==> src/rtl/rgb_row_writer.sv <==
// rgb_row_writer
//   Assembles a 16-pixel display row from a serial bit stream, then holds the
//   completed row until the consumer acknowledges it. Row addresses run
//   0..ROWS-1 and wrap; FRAME_DONE pulses after the last row of a frame is taken.
//
// Optional feature macro: ROW_PARITY_EN
//   defined   -> ROW_PAR is the registered even parity (XOR) of ROW_DATA
//   undefined -> no parity logic, ROW_PAR tied to 0
//
// Ports
//   CLK        in   system clock, rising edge
//   RST        in   synchronous active-high reset
//   BIT_IN     in   serial pixel bit for column COL
//   BIT_VALID  in   BIT_IN valid this cycle
//   BIT_READY  out  block accepts a bit this cycle (FILL state)
//   COL        out  column the next accepted bit is written to
//   ROW_DATA   out  assembled row, bit k = column k
//   ROW_ADDR   out  row index of ROW_DATA
//   ROW_VALID  out  row complete and stable (HOLD state)
//   ROW_ACK    in   consumer has taken the row (honoured only in HOLD)
//   FRAME_DONE out  one-cycle pulse after row ROWS-1 is acknowledged
//   ROW_PAR    out  parity of ROW_DATA (see macro above)
module rgb_row_writer #(
  parameter int unsigned ROWS = 16
) (
  input  logic        CLK,
  input  logic        RST,
  input  logic        BIT_IN,
  input  logic        BIT_VALID,
  output logic        BIT_READY,
  output logic [3:0]  COL,
  output logic [15:0] ROW_DATA,
  output logic [3:0]  ROW_ADDR,
  output logic        ROW_VALID,
  input  logic        ROW_ACK,
  output logic        FRAME_DONE,
  output logic        ROW_PAR
);

  typedef enum logic {
    FILL = 1'b0,
    HOLD = 1'b1
  } state_t;

  localparam logic [3:0] LAST_ROW = 4'(ROWS - 1);
  localparam logic [3:0] LAST_COL = 4'd15;

  state_t      state_q, state_d;
  logic [3:0]  col_q,   col_d;
  logic [15:0] row_q,   row_d;
  logic [3:0]  addr_q,  addr_d;
  logic        done_q,  done_d;

  always_ff @(posedge CLK) begin
    if (RST) begin
      state_q <= FILL;
      col_q   <= '0;
      row_q   <= '0;
      addr_q  <= '0;
      done_q  <= 1'b0;
    end else begin
      state_q <= state_d;
      col_q   <= col_d;
      row_q   <= row_d;
      addr_q  <= addr_d;
      done_q  <= done_d;
    end
  end

  always_comb begin
    state_d = state_q;
    col_d   = col_q;
    row_d   = row_q;
    addr_d  = addr_q;
    done_d  = 1'b0;
    unique case (state_q)
      FILL: begin
        if (BIT_VALID) begin
          row_d[col_q] = BIT_IN;
          if (col_q == LAST_COL) begin
            col_d   = '0;
            state_d = HOLD;
          end else begin
            col_d = col_q + 4'd1;
          end
        end
      end
      HOLD: begin
        if (ROW_ACK) begin
          state_d = FILL;
          if (addr_q == LAST_ROW) begin
            addr_d = '0;
            done_d = 1'b1;
          end else begin
            addr_d = addr_q + 4'd1;
          end
        end
      end
      default: state_d = FILL;
    endcase
  end

  // Handshake outputs decode straight from the state flop, so they stay registered.
  assign BIT_READY  = (state_q == FILL);
  assign ROW_VALID  = (state_q == HOLD);
  assign COL        = col_q;
  assign ROW_DATA   = row_q;
  assign ROW_ADDR   = addr_q;
  assign FRAME_DONE = done_q;

`ifdef ROW_PARITY_EN
  logic par_q;

  // Parity is taken from the next-row value so it lines up with ROW_DATA.
  always_ff @(posedge CLK) begin
    if (RST) begin
      par_q <= 1'b0;
    end else begin
      par_q <= ^row_d;
    end
  end

  assign ROW_PAR = par_q;
`else
  assign ROW_PAR = 1'b0;
`endif

endmodule

==> config.mk <==
export PLATFORM = sky130hd
export DESIGN_NAME = rgb_row_writer
export DESIGN_NICKNAME = d
export VERILOG_FILES = /design/src/rtl/rgb_row_writer.sv
export SDC_FILE = /design/constraint.sdc
export NUM_CORES = 1
export LEC_CHECK = 0
export BUFFER_PORTS_ARGS = -buffer_cell sky130_fd_sc_hd__buf_2
export CORE_UTILIZATION = 51
export DETAILED_ROUTE_END_ITERATION = 6
export PLACE_DENSITY = 0.87
export SYNTH_ARGS = -nofsm -noshare
export SYNTH_HDL_FRONTEND = slang
export SYNTH_SLANG_ARGS = --single-unit
==> constraint.sdc <==
create_clock -name CLK -period 1.5 [get_ports CLK]
set_input_delay 0.15 -clock CLK [delete_from_list [all_inputs] [get_ports CLK]]
set_output_delay 0.15 -clock CLK [all_outputs]
set_load 0.02 [all_outputs]
==> results.md <==
Final layout:
- Fill cells in the final layout number 217.
- The share of post-route cells with drive strength above 1 is roughly 26%.
- The commonest non-fill, non-tap cell in the layout is sky130_fd_sc_hd__buf_2.
- Relative to the synthesized area, the layout overhead comes to 13.53%.
- Cells fill 62.73% of the core in the end.
- After the last flow step, the layout net total stands at between 150 and 200.
- The top cell types in the final layout, fill and taps aside, are sky130_fd_sc_hd__buf_2 (31), sky130_fd_sc_hd__dfxtp_1 (26), sky130_fd_sc_hd__nand2b_1 (17), sky130_fd_sc_hd__nand3_1 (17), sky130_fd_sc_hd__mux2i_1 (17).
- The number of antenna repair diodes is 0.

Yosys:
- The Yosys step of the flow raised 0 warnings.
- The post-synthesis instance area is 0.001257 mm².
- After Yosys synthesis, full adders, half adders and majority gates account for 4.975% of the synthesized area.
- The synthesized netlist devotes 26.77% of its cell area to simple gates.
- The share of synthesized area occupied by flip-flops and latches is 41.39%.
- The synthesized netlist contains 28 unique library cells.
- Of the post-synthesis cell area, the part taken by muxes is between 10 and 15%.
- The number of nets in the synthesized netlist is 142.
- The share of the synthesized netlist area taken by xor and xnor gates is 1.393%.
- After technology mapping, the gate count stands at 132.
- The flip-flop and latch count after synthesis is 26.
- Dividing the synthesized area by the synthesized cell count gives ~9.5 µm².
- Summing the areas of all compound-gate instances in the mapped netlist gives 5.075% of the synthesized area.
- The largest family of logic cells by synthesized area is simple AND/OR/NAND/NOR gates.

Floorplanning:
- Measured along the x axis, the die boundary spans 51.66 µm.
- For this configuration, the core starts out at a cell density of 55.25%.
- In this run the core area contains 17 standard-cell rows.
- The core area is 0.002276 mm².
- The number of I/O pins is 33.
- The total die area is about 0.0027 mm².
- The vertical die dimension is just over 50 µm.

Detailed routing:
- The number of iterations in the first detailed-routing pass is 4.
- Dividing the detail-routed via count by the number of cells gives 5.358.
- The final route contains ~1.0k vias.
- The remaining antenna violation count is 0.
- For this block, the routed nets add up to around 2500 µm of wire.
- The DRC marker count from the first detailed-route iteration is 14.
- After detailed routing, the number of remaining DRC violations is 0.
- The average detailed-routed wire length per instance is 13.10 µm.

Clock tree:
- The root buffer cell chosen for the clock tree is sky130_fd_sc_hd__clkbuf_4.
- In this run the post-CTS setup repair buffer count came out at 0.
- Clock tree synthesis inserted a total of 3 buffers.
- TritonCTS built the clock tree.
- After clock tree synthesis, the clock-pin slew on the worst setup and hold paths is approximately 0.13 ns.
- The tree built by TritonCTS fans out to 26 sinks.
- The post-CTS resize count is 0.
- In this run, post-CTS hold repair placed 0 buffers.
- The clock insertion delay at the later pin of the skew report is roughly 0.32 ns.
- CTS built an H-tree with a depth of 1.
- The number of buffers between clock root and the deepest sink is 2.

STA:
- The worst pin sits at a relative slew slack of between 60 and 70%.
- Setup repair after global routing left no endpoint under its margin.
- The total count of hold-check failures in the final report is 0.
- The clock period could shrink to roughly 1.4 ns.
- The final worst-path cycle share is 91.31%.
- Setup violations remaining at the end of the flow were counted as 0.
- For this run, the top clock speed supported by timing is ~0.73 GHz.
- The count of pins over their slew limit is 0.
- Clock skew on the completed layout was measured at around 0.0029 ns.
- The setup total negative slack is 0 ns.
- For the pin with the worst max-slew slack, the measured transition is 0.5404 ns.

Setup path:
- The nature of the critical path startpoint is a register.
- For the worst setup path, the data required time is 1.76 ns.
- The endpoint class of the critical path is a register.
- The largest driver fanout on the critical path is 6.
- The critical path in this run is classified as register to register.
- The data arrival time at the worst-slack endpoint is ~1.6 ns.

Worst hold path:
- The min-delay analysis places its worst path in the category input port to register.

Power and ir drop:
- The maximum resistive drop on vdd is 0.0007818 V.
- The clock network burns 29.7% of the power.
- The design draws about 1200 µW.
- The power density over the cells is 810.3 mW/mm².
- The power spent charging and discharging nets is approximately 270 µW.
- The cell-internal power is 886.4 µW.
- The leakage component of the power is 0.0007083 µW.
- The fraction of power consumed by sequential logic is about three fifths.
- In this run switching power makes up between 20% and 30% of total power.
- The share of total power dissipated in combinational logic is 9.0%.

Placement:
- The congestion estimate from routability-driven global placement came to 0.8542.
- During placement, the flow inserted port buffers numbering 31.
- Detailed placement ended at an HPWL of between 1500 and 2000 µm.

Global routing:
- The first-pass GRT wire length is roughly 4000 µm.
- Global routing finished with a remaining overflow of 0.
- The number of global-route vias before repair was 932.
- The initial antenna violation count came to 0.
- Entering global routing, the biggest net connects 27 pins.
- The combined global-route utilization of all metal layers is 20.66%.

Run status:
- The flow ran to the end, and the final reports show no timing, DRC or antenna violations.

Flow run:
- The tool flagged a number of max-cap violations equal to 0.
[worst max-delay path, cell delays in order (launching register included)]
cell and delay, ns:
sky130_fd_sc_hd__dfxtp_1 0.46, sky130_fd_sc_hd__clkinv_1 0.18, sky130_fd_sc_hd__or4_4 0.54, sky130_fd_sc_hd__a21oi_2 0.14
[logic make-up after synthesis]
kind of cell	Yosys count
xor gates and xnor gates	2
DFF	26
and+or+nand+nor	57
AOI/OAI and AO/OA	11
other	1
adders and majority gates	5
muxes	17
buffers and inverters	13
[synth_stat cells]
library cell	number	area share, %
sky130_fd_sc_hd__nor3_1	1	0.40
sky130_fd_sc_hd__a311o_1	1	0.80
sky130_fd_sc_hd__nor2_1	4	1.2
sky130_fd_sc_hd__nand3b_4	1	1.6
sky130_fd_sc_hd__buf_6	3	2.7
sky130_fd_sc_hd__or3_1	1	0.50
sky130_fd_sc_hd__buf_2	3	1.2
sky130_fd_sc_hd__dfxtp_1	26	41
sky130_fd_sc_hd__or4_4	1	0.90
sky130_fd_sc_hd__clkinv_1	1	0.30
sky130_fd_sc_hd__o21ai_0	2	0.80
sky130_fd_sc_hd__nand2_1	5	1.5
sky130_fd_sc_hd__conb_1	1	0.30
sky130_fd_sc_hd__mux2i_1	17	14
sky130_fd_sc_hd__ha_1	5	5.0
sky130_fd_sc_hd__inv_1	2	0.60
sky130_fd_sc_hd__or2b_1	2	1.2
sky130_fd_sc_hd__nand4_1	4	2.0
sky130_fd_sc_hd__nor2b_2	1	0.70
sky130_fd_sc_hd__nand3_1	17	6.8
sky130_fd_sc_hd__nand3b_1	1	0.60
sky130_fd_sc_hd__a21oi_2	1	0.70
sky130_fd_sc_hd__clkbuf_1	2	0.60
sky130_fd_sc_hd__xor2_1	2	1.4
sky130_fd_sc_hd__nor2b_1	2	0.99
sky130_fd_sc_hd__a21oi_1	7	2.8
sky130_fd_sc_hd__nand2b_1	17	8.5
sky130_fd_sc_hd__buf_4	2	1.2
[sequential cells by signal, summed over array words and instances, names as in the netlist]
name,flops
ROW_DATA,16
COL,4
FRAME_DONE,1
ROW_VALID,1
ROW_ADDR,4
[metrics by stage]
stage                     hold slack, ns  cells  cell area (µm²)  setup WS, ns
after global placement            0.4580    183             1391        0.2646
after floorplan                   0.3101    132             1257        0.1010
after CTS                         0.1148    187             1428        0.1369
final                             0.1255    187             1428        0.1304
after global routing              0.1216    187             1428       0.02029
after detailed placement          0.4671    183             1391        0.1607
[layer usage]
metal | up-vias | GRT usage, % | wire length (µm)
li1 | 500 | - | -
met1 | 471 | 24.77 | 1050
met4 | 0 | 12.61 | 44
met5 | - | 0 | 0
met2 | 26 | 33.98 | 1250
met3 | 5 | 3.801 | 105
[final timing paths]
path	from	endpoint	slack [ns]	cells past startpoint
hold reg to reg	ROW_DATA[10]$_SDFFE_PP0P_	ROW_DATA[10]$_SDFFE_PP0P_	0.48	2
hold / removal	ROW_ACK	ROW_ADDR[1]$_SDFFE_PP0P_	0.13	3
setup reg to reg	COL[0]$_SDFFE_PP0P_	COL[3]$_SDFFE_PP0P_	0.13	3
setup / recovery	COL[0]$_SDFFE_PP0P_	COL[3]$_SDFFE_PP0P_	0.13	3
[layout make-up]
type / instances / area [µm²] / share of cell area [%]
Multi-Input combinational cell: 93 / 654.4 / 45.84
Sequential cell: 26 / 520.5 / 36.46
Timing Repair Buffer: 33 / 170.2 / 11.92
Clock buffer: 4 / 36.28 / 2.542
Tap cell: 28 / 35.03 / 2.454
Inverter: 3 / 11.26 / 0.7888
[power by group through the flow]
stage | registers, µW | logic (µW) | clock network (µW)
2_1_floorplan | 732 | 69.6 | 0
3_3_place_gp | 722 | 101 | 0
3_5_place_dp | 724 | 103 | 0
4_1_cts | 709 | 104 | 362
5_1_grt | 712 | 114 | 389
6_report | 709 | 104 | 344
(Power assumes the default switching activity.)
